## src/rtl/axis_rx_checker.sv

```systemverilog
// Receive-side AXI-Stream sink: counts packets per source and in total, and checks
// destination, source index, sequence number and injection tick. Optional stats: AXIS_CHECKER_LATENCY_STATS_EN.

module axis_rx_src_cnt #(
    parameter int COUNT_WIDTH = 32
) (
    input  logic                   clk,
    input  logic                   rst_n,
    input  logic                   inc,
    output logic [COUNT_WIDTH-1:0] cnt
);
    always_ff @(posedge clk or negedge rst_n) begin
        if (!rst_n)   cnt <= '0;
        else if (inc) cnt <= cnt + 1'b1;
    end
endmodule


```

## config.mk

```make
export PLATFORM = sky130hd
export DESIGN_NAME = axis_rx_src_cnt
export DESIGN_NICKNAME = d
export VERILOG_FILES = /design/src/rtl/axis_rx_checker.sv
export SDC_FILE = /design/constraint.sdc
export NUM_CORES = 1
export LEC_CHECK = 0
export ABC_AREA = 1
export BUFFER_PORTS_ARGS = -buffer_cell sky130_fd_sc_hd__buf_2
export CORE_UTILIZATION = 49
export CTS_CLUSTER_SIZE = 20
export DETAILED_ROUTE_END_ITERATION = 6
export GPL_ROUTABILITY_DRIVEN = 0
export PLACE_DENSITY = 0.76
export SYNTH_ARGS = -nofsm -noshare
export SYNTH_HDL_FRONTEND = slang
export SYNTH_SLANG_ARGS = --single-unit
```

## constraint.sdc

```tcl
create_clock -name clk -period 1.3 [get_ports clk]
set_clock_uncertainty 0.15 [all_clocks]
set_input_delay 0.065 -clock clk [delete_from_list [all_inputs] [get_ports clk]]
set_output_delay 0.065 -clock clk [all_outputs]
set_load 0.02 [all_outputs]
```

==> results.sh, run 1 <==
export IMPL_status="finished with violations"
export IMPL_violations="negative hold slack, negative setup slack"
export IMPL_nNetsFinal=326
export IMPL_crit_chain="ha_4 -> nand2_4 -> nor2_4 -> nand2_2 -> nor2_4 -> nand2_1 -> nand2_1 -> nand2_1"
export IMPL_finalInstanceArea_um2=2890
export IMPL_start_kind="flip-flop"
export IMPL_finalCritPeriodShare_pct=119
export IMPL_grt_setup_unrepaired="yes"
export IMPL_required_ps=1380
export IMPL_finalHoldViolations=6
export IMPL_drt_total_wl_um=6150
export IMPL_synthesis_nets=233
export IMPL_drive_above_1_share_pct=54.2
export IMPL_post_synth_top_area_cell="dfrtp_1"
export IMPL_drc_errors=0
export IMPL_cp_depth=8
export IMPL_reg2regPathDepth=8
export IMPL_fin_util_pct=85.2
export IMPL_reg_top3="cnt (32)"
export IMPL_ctsHoldBuffers=1
export IMPL_power_leakage_nw=1.36
export IMPL_slew_headroom_pct=75.2
export IMPL_die_y_um=62.0
export IMPL_largest_reg_flops=32
export IMPL_critPathKind="reg -> reg"
export IMPL_synth_top_area_share_pct=45.5
export IMPL_num_vias=2000
export IMPL_grt_start_max_net_pins=19
export IMPL_synth_distinct_cells=17
export IMPL_overflow=0
export IMPL_pre_cts_ws_ps=-212
export IMPL_critPathBufInv=0
export IMPL_diodes=0
export IMPL_dpl_hpwl_um=3470
export IMPL_fp_dieW_um=62.0
export IMPL_cp_slowest_cell="dfrtp_2"
export IMPL_setup_slack_ps=-244
export IMPL_path_max_fanout=5
export IMPL_setup_violations=35
export IMPL_cts_root_buf="clkbuf_4"
export IMPL_ys_seq_area_share_pct=45.5
export IMPL_path_common_cell="nand2_1"
export IMPL_cts_sinks=32
export IMPL_finalMaxSlewViolations=0
export IMPL_ys_warn_count=0
export IMPL_routedWlPerCell_um=16.7
export IMPL_min_path_type="in -> reg"
export IMPL_dieArea_um2=3840
export IMPL_cap_violations=0
export IMPL_cts_buffer_depth=2
export IMPL_syn_area_um2=1760
export IMPL_viasPerCell=5.42
export IMPL_tritoncts="done"
export IMPL_io_buffers=34
export IMPL_crit_arrival_ps=1630
export IMPL_grt_pass1_wl_um=7690
export IMPL_core_um2=3390
export IMPL_peakVddDrop_uv=1610
export IMPL_pin_count=35
export IMPL_start_util_pct=52.0
export IMPL_grt_pass1_vias=1739
export IMPL_fmax_mhz=648
export IMPL_min_path_cells=2
export IMPL_htreeDepth=2
export IMPL_ys_seq_elements=32
export IMPL_syn_avg_cell_area_um2=7.69
export IMPL_end_kind="flip-flop"
export IMPL_path_clk_slew_ps=100
export IMPL_dpl_cell_area_um2=2360
export IMPL_largest_register="cnt"
export IMPL_drtIter0Drc=243
export IMPL_area_delta_synth_final_pct=63.8
export IMPL_crit_family="simple AND/OR/NAND/NOR gates"
export IMPL_first_pass_iters=6
export IMPL_power_density_nw_per_um2=1090
export IMPL_hold_slack_ps=-160
export IMPL_postSynthCellCount=229
export IMPL_worst_slew_pin_slew_ps=373
export IMPL_ant_nets=0
export IMPL_period_needed_ps=1540
export IMPL_insertion_delay_ps=350
export IMPL_rows=21
export IMPL_synth_area_top_cells="dfrtp_1 (45%), nand2_1 (16%), nor2_1 (7.0%)"
export IMPL_regToRegSetupSlack_ps=-240
export IMPL_grt_antenna_before_repair=0
export IMPL_critPathMaxStageDelay_ps=430
export IMPL_cts_buffers=5
export IMPL_track_usage_pct=28.4
-- cell families (layout without fill, tap and decap cells) --
kind of cell | Yosys count | count (layout) | synth area share (%)
buf+inv | 22 | 116 | 4.69
xor+xnor | 17 | 17 | 8.45
fa+ha+maj | 1 | 1 | 0.710
flops | 32 | 32 | 45.5
simple gates | 157 | 157 | 40.7
-- area by class of cell --
| type | instances | area [um2] |
|---|---|---|
| well taps | 46 | 57.6 |
| inverters | 22 | 82.6 |
| fillers | 161 | 503 |
| repair buffers | 86 | 741 |
| clock buffers | 8 | 58.8 |
| multi-input cells | 175 | 1120 |
| flip-flops and latches | 32 | 831 |
-- final timing paths --
path / startpoint / endpoint
min in group asynchronous: rst_n / cnt[18]$_DFFE_PN0P_
max: cnt[0]$_DFFE_PN0P_ / cnt[20]$_DFFE_PN0P_
min reg2reg: cnt[16]$_DFFE_PN0P_ / cnt[16]$_DFFE_PN0P_
min: inc / cnt[0]$_DFFE_PN0P_
max reg2reg: cnt[0]$_DFFE_PN0P_ / cnt[20]$_DFFE_PN0P_
max in group asynchronous: rst_n / cnt[11]$_DFFE_PN0P_
-- where the power goes --
| group | total [mW] | internal [mW] | switching, mW | leakage (nW) |
|---|---|---|---|---|
| combinational | 1.26 | 0.632 | 0.623 | 0.934 |
| clock | 0.631 | 0.267 | 0.364 | 0.0326 |
| sequential | 1.27 | 1.12 | 0.152 | 0.397 |
| total | 3.15 | 2.02 | 1.14 | 1.36 |
-- synthesized netlist by cell type --
library cell  instances
nor2_4                4
nand3b_1              6
nand2_2               3
and2_1                2
nand3_1              18
nor3_1                2
dfrtp_1              32
xnor2_1               6
inv_2                 1
nand4_1               2
inv_1                21
nand3_2               2
xor2_1               11
nor2_2                8
nor2_1               33
ha_1                  1
nand2_1              77
-- cell usage in the layout, fill, tap and decap left out --
cell and n:
inv_2 2, nand2_1 64, dfrtp_2 24, nand3_1 13, xor2_1 11, buf_4 36
nand2_4 5, nand3_4 1, inv_1 20, ha_4 1, nand2_2 11, dfrtp_1 8
buf_2 16, nand3b_1 6, clkbuf_8 1, nor2_4 16, buf_12 1, nor2_1 16
nor3_2 2, xnor2_2 3, nor2_2 13, nand3_2 6, buf_6 32, nand4_1 2
clkbuf_1 2, and2_1 2, xnor2_1 3, dlygate4sd3_1 1, clkbuf_4 5
-- layer usage --
metal | vias up | share of wire [%] | track usage [%]
met4 | 0 | 5.5 | 13.3
met2 | 114 | 52 | 49.5
met1 | 947 | 36 | 33.0
li1 | 897 | - | -
met3 | 42 | 6.1 | 6.21
met5 | - | 0 | 0
-- what timing repair did --
| item | CTS | global route |
|---|---|---|
| endpoints found under the hold margin | 34 | 2 |
| buffers inserted | 4 | 9 |
| pin swaps | 11 | 14 |
| resized for setup | 32 | 70 |
| endpoints found under the setup margin | 29 | 44 |
-- metrics by stage --
| step | instances | total power, mW | TNS, ps |
|---|---|---|---|
| 2_1_floorplan | 229 | 1.68 | -1270 |
| 3_3_place_gp | 347 | 2.06 | -1190 |
| 3_5_place_dp | 347 | 2.10 | -2290 |
| 4_1_cts | 360 | 2.88 | -2070 |
| 5_1_grt | 369 | 3.27 | -6780 |
| 6_report | 369 | 3.15 | -4520 |
Power figures use the tool's default switching activity.
==> run 2, diff against run 1 <==
Settings changed: ABC_AREA 1 to not set, CORE_UTILIZATION 49 to 47, PLACE_DENSITY 0.76 to 0.75.
==> run 2 against run 1 <==
  * The flow finishes with violations (design-rule violations, negative setup slack)
  * Synthesized cell count fell by 46%
  * Total power shrank 3.6%
  * Core utilization rose by 4.1 points
  * Clock-buffer cell count is the same
  * Die area down 14%
  * Sequential power hardly changed
  * Critical path type unchanged
  * Critical endpoint is now cnt[26]$_DFFE_PN0P_
  * Largest cell class unchanged
==> results.sh, run 2 <==
export IMPL_status="finished with violations"
export IMPL_violations="design-rule violations, negative setup slack"
export IMPL_min_path_type="in -> async"
export IMPL_postSynthCellCount=123
export IMPL_grt_pass1_wl_um=6280
export IMPL_pin_count=35
export IMPL_synth_area_top_cells="dfrtp_1 (55%), xnor2_1 (11%), xor2_1 (7.3%)"
export IMPL_drt_total_wl_um=4630
export IMPL_setup_violations=34
export IMPL_ys_warn_count=0
export IMPL_grt_antenna_before_repair=0
export IMPL_synth_distinct_cells=20
export IMPL_tritoncts="done"
export IMPL_area_delta_synth_final_pct=74.4
export IMPL_largest_register="cnt"
export IMPL_crit_arrival_ps=1850
export IMPL_io_buffers=34
export IMPL_required_ps=1410
export IMPL_path_clk_slew_ps=100
export IMPL_synth_fa_ha_area_share_pct=0.864
export IMPL_cap_violations=0
export IMPL_synth_simple_area_share_pct=23.8
export IMPL_synthFlopType="dfrtp_1"
export IMPL_start_util_pct=51.2
export IMPL_fmax_mhz=574
export IMPL_grt_pass1_vias=1353
export IMPL_ys_seq_area_share_pct=55.3
export IMPL_grt_setup_unrepaired="yes"
export IMPL_reg_top3="cnt (32)"
export IMPL_yosysMostFrequentCell="dfrtp_1"
export IMPL_worst_slew_pin_slew_ps=425
export IMPL_drtIter0Drc=56
export IMPL_synth_mux_area_share_pct=0.777
export IMPL_cts_buffers=5
export IMPL_power_mw=3.04
export IMPL_fp_dieW_um=57.5
export IMPL_peakVddDrop_uv=1470
export IMPL_fill_cells=119
export IMPL_num_vias=1439
export IMPL_cts_root_buf="clkbuf_4"
export IMPL_viasPerCell=5.67
export IMPL_slew_headroom_pct=71.7
export IMPL_layout_commonest_cell="buf_4"
export IMPL_synth_compound_area_share_pct=0
export IMPL_dpl_hpwl_um=2610
export IMPL_htreeDepth=2
export IMPL_overflow=0
export IMPL_diodes=0
export IMPL_cts_sinks=32
export IMPL_insertion_delay_ps=340
export IMPL_first_pass_iters=6
export IMPL_ys_seq_elements=32
export IMPL_end_kind="flip-flop"
export IMPL_finalCritPeriodShare_pct=134
export IMPL_synthArstFlopShare_pct=100
export IMPL_path_max_fanout=3
export IMPL_nNetsFinal=226
export IMPL_setup_slack_ps=-442
export IMPL_syn_avg_cell_area_um2=11.8
export IMPL_period_needed_ps=1740
export IMPL_syn_area_um2=1450
export IMPL_synth_edf_count=0
export IMPL_power_leakage_nw=1.33
export IMPL_rows=19
export IMPL_synth_xor_area_share_pct=18.7
export IMPL_ant_nets=0
export IMPL_track_usage_pct=25.2
export IMPL_start_kind="flip-flop"
export IMPL_power_density_nw_per_um2=1200
export IMPL_final_cell_mix="buf_4 (45), buf_6 (24), buf_2 (20)"
export IMPL_core_um2=2830
export IMPL_synth_common_cells="dfrtp_1 (32), xnor2_1 (19), xor2_1 (12), nand2_1 (10), nand4_1 (10)"
export IMPL_finalMaxSlewViolations=0
export IMPL_die_y_um=57.5
export IMPL_largest_reg_flops=32
export IMPL_dieArea_um2=3310
export IMPL_routedWlPerCell_um=18.2
export IMPL_cts_buffer_depth=2
export IMPL_pre_cts_ws_ps=-372
export IMPL_drc_errors=1
export IMPL_grt_start_max_net_pins=18
export IMPL_drive_above_1_share_pct=64.6
export IMPL_finalHoldViolations=0
export IMPL_synth_top_area_share_pct=55.3
export IMPL_critPathKind="reg -> reg"
export IMPL_synth_top_family_by_area="simple AND/OR/NAND/NOR gates"
export IMPL_post_synth_top_area_cell="dfrtp_1"
export IMPL_synthesis_nets=127
==> run 2: cell count changes after synthesis, moves of 6 or more <==
cell      before  now
inv_1         21    2
nor2_1        33    3
nand2_1       77   10
xnor2_1        6   19
nand3b_1       6    0
nand3_1       18    9
nor2_2         8    0
nand4_1        2   10
==> run 2: report_power, final <==
group	internal [mW]	total, mW	switching [mW]
logic	0.586	1.13	0.546
registers	1.13	1.29	0.156
clock network	0.267	0.621	0.354
==> run 2: layout make-up <==
cell class	instances	area [um2]	area share (%)
multi-input cells	89	851	33.7
flip-flops and latches	32	822	32.5
repair buffers	92	748	29.6
clock buffers	8	58.8	2.33
well taps	31	38.8	1.54
inverters	2	7.51	0.297
==> run 2: per-stage QoR <==
stage | setup TNS (ps) | instance area [um2] | util [%] | std cells | hold slack [ps]
global placement | -6080 | 2110 | 74.7 | 234 | -151
finish | -7530 | 2530 | 89.3 | 254 | 34.3
floorplan | -6260 | 1550 | - | 123 | -381
global route | -9330 | 2530 | 89.3 | 254 | 61.4
CTS | -6070 | 2360 | 83.3 | 249 | 27.5
detailed placement | -7030 | 2110 | 74.7 | 234 | -141
==> run 2: final timing paths <==
kind / start / endpoint / slack [ps] / depth (start not counted)
min: rst_n / cnt[6]$_DFFE_PN0P_ / 30 / 2
min reg2reg: cnt[31]$_DFFE_PN0P_ / cnt[31]$_DFFE_PN0P_ / 320 / 1
min in group clk: inc / cnt[4]$_DFFE_PN0P_ / 60 / 3
max reg2reg: cnt[11]$_DFFE_PN0P_ / cnt[26]$_DFFE_PN0P_ / -440 / 6
max in group asynchronous: rst_n / cnt[16]$_DFFE_PN0P_ / 530 / 3
max: cnt[11]$_DFFE_PN0P_ / cnt[26]$_DFFE_PN0P_ / -440 / 6
==> run 2: worst max-delay path: stages, from the launching register on <==
cell     delay (ps)
dfrtp_2         390
nand4_1         150
buf_4           180
nor4_1          320
buf_4           200
nand3_1          90
xnor2_1         180
==> run 2: logic make-up after synthesis <==
logic type,after synthesis
flip-flops,32
buffers and inverters,2
adder cells (fa/ha/maj),1
multiplexers,1
XOR/XNOR,31
AND/OR/NAND/NOR,56
==> run 2: what timing repair did <==
action | in CTS | in global routing
pin swaps | 31 | 20
gates resized for setup | 32 | 33
hold buffers | 2 | 0
hold endpoints to repair | 34 | 0
setup endpoints to repair | 31 | 40
buffers inserted | 5 | 7
==> run 2: metal layers <==
metal | vias to the layer above | GRT usage (%) | wire length, um
li1 | 638 | - | -
met1 | 742 | 32.2 | 1860
met2 | 50 | 43.7 | 2450
met3 | 9 | 6.12 | 216
met4 | 0 | 4.88 | 99
met5 | - | 0 | 0
==> run 3, diff against run 2 <==
Clock period 1.3 ns to 1.6 ns, I/O delays scaled along.
==> run 3 against run 2 <==
  * The run still ends with design-rule violations, negative setup slack left
  * Worst hold slack improved by 21 ps
  * Sequential cell count did not move
  * Critical path depth fell by 1
  * Fmax rose by 3.6%
  * Non-clock buffer count fell by 11
  * Core utilization fell by 7.2 points
  * Cell area fell by 8.1%
  * Sequential share of layout area rose by 2.9 points
  * Wire length fell by 18%
  * Worst setup slack improved by 360 ps
  * Combinational power fell by 36%
  * Cell count fell by 4.3%
  * Highest routed layer unchanged
==> results.sh, run 3 (same netlist as run 2, synthesis figures left out) <==
export IMPL_finalCritPeriodShare_pct=105
export IMPL_die_y_um=57.5
export IMPL_final_cell_mix="buf_4 (41), buf_2 (34), dfrtp_2 (17)"
export IMPL_cts_buffer_depth=2
export IMPL_grt_setup_unrepaired="yes"
export IMPL_drc_errors=3
export IMPL_violations="design-rule violations, negative setup slack"
export IMPL_routedWlPerCell_um=15.7
export IMPL_io_buffers=34
export IMPL_dieArea_um2=3310
export IMPL_p_int_mw=1.48
export IMPL_viasPerCell=5.30
export IMPL_grt_start_max_net_pins=33
export IMPL_clock_power_share_pct=21.4
export IMPL_reg_top3="cnt (32)"
export IMPL_layout_commonest_cell="buf_4"
export IMPL_grt_pass1_vias=1254
export IMPL_crit_arrival_ps=1750
export IMPL_regToRegSetupSlack_ps=-80
export IMPL_htreeDepth=2
export IMPL_num_vias=1289
export IMPL_period_needed_ps=1680
export IMPL_ant_nets=0
export IMPL_setup_slack_ps=-80.8
export IMPL_slew_headroom_pct=83.6
export IMPL_setup_violations=10
export IMPL_tritoncts="done"
export IMPL_peakVddDrop_uv=1200
export IMPL_largest_register="cnt"
export IMPL_power_leakage_nw=1.21
export IMPL_first_pass_iters=6
export IMPL_start_kind="flip-flop"
export IMPL_fin_util_pct=82.1
export IMPL_worst_slew_pin_slew_ps=245
export IMPL_fp_dieW_um=57.5
export IMPL_finalHoldViolations=0
export IMPL_path_clk_slew_ps=100
export IMPL_core_um2=2830
export IMPL_hold_slack_ps=55.4
export IMPL_area_delta_synth_final_pct=60.3
export IMPL_drtIter0Drc=58
export IMPL_rows=19
export IMPL_finalMaxSlewViolations=0
export IMPL_pin_count=35
export IMPL_required_ps=1670
export IMPL_diodes=0
export IMPL_p_seq_share_pct=46.2
export IMPL_pwr_share_comb_pct=32.4
export IMPL_path_max_fanout=7
export IMPL_cts_sinks=32
export IMPL_p_switching_uw=752
export IMPL_end_kind="flip-flop"
export IMPL_start_util_pct=51.2
export IMPL_drt_total_wl_um=3800
export IMPL_nNetsFinal=215
export IMPL_dpl_hpwl_um=2480
export IMPL_cap_violations=0
export IMPL_largest_reg_flops=32
export IMPL_critPathKind="reg -> reg"
export IMPL_cts_buffers=5
export IMPL_status="finished with violations"
export IMPL_cts_root_buf="clkbuf_4"
export IMPL_power_density_nw_per_um2=963
export IMPL_fmax_mhz=595
export IMPL_grt_antenna_before_repair=0
export IMPL_min_path_type="in -> async"
export IMPL_track_usage_pct=23.6
export IMPL_insertion_delay_ps=340
export IMPL_drive_above_1_share_pct=60.4
export IMPL_grt_pass1_wl_um=5750
export IMPL_overflow=0
export IMPL_p_sw_share_pct=33.7
[run 3: stage by stage]
step / setup WS [ps] / power (mW) / setup TNS (ps) / instance area, um2 / instances
2_1_floorplan: -96.5 / 1.38 / -428 / 1540 / 123
3_3_place_gp: -29.9 / 1.67 / -67.0 / 2010 / 221
3_5_place_dp: -110 / 1.71 / -510 / 2010 / 221
4_1_cts: -118 / 2.22 / -212 / 2160 / 239
5_1_grt: -177 / 2.36 / -1620 / 2320 / 243
6_report: -80.8 / 2.24 / -412 / 2320 / 243
[run 3: area by class of cell]
type | count | area [um2]
fillers | 162 | 507
well taps | 31 | 38.8
repair buffers | 81 | 549
clock buffers | 8 | 58.8
multi-input cells | 89 | 846
flip-flops and latches | 32 | 822
inverters | 2 | 7.51
[run 3: per-layer routing]
layer / part of all wire (%) / global-route usage, % / vias to the layer above
li1: - / - / 617
met1: 41 / 28.5 / 627
met2: 52 / 38.4 / 35
met3: 4.2 / 5.44 / 10
met4: 2.4 / 14.3 / 0
met5: 0 / 0 / -
[run 3: what timing repair did]
item	4_1_cts	5_1_grt
setup endpoints to repair	11	23
pin swaps	8	15
cloned	0	0
buffers inserted	6	4
resized for setup	2	22
hold buffers	4	1
endpoints found under the hold margin	36	1
[run 3: power by group through the flow]
stage                     registers, mW  clock network (mW)  logic (mW)
final                              1.03               0.479       0.725
after global routing               1.05               0.529       0.780
after CTS                          1.03               0.492       0.700
after detailed placement           1.05                   0       0.667
after global placement             1.03                   0       0.640
after floorplan                    1.19                   0       0.184
[run 3: worst max-delay path: stages, from the launching register on]
cell and delay (ps):
dfrtp_1 400, nand4_1 210, nor4_4 300, buf_4 220
nand4_1 130, xnor2_1 150
[run 3: final timing paths]
path | to | from | cells past startpoint
max | cnt[27]$_DFFE_PN0P_ | cnt[18]$_DFFE_PN0P_ | 5
min | cnt[18]$_DFFE_PN0P_ | rst_n | 3
max reg2reg | cnt[27]$_DFFE_PN0P_ | cnt[18]$_DFFE_PN0P_ | 5
min reg2reg | cnt[31]$_DFFE_PN0P_ | cnt[31]$_DFFE_PN0P_ | 1
max in group asynchronous | cnt[14]$_DFFE_PN0P_ | rst_n | 3
min in group clk | cnt[4]$_DFFE_PN0P_ | inc | 3
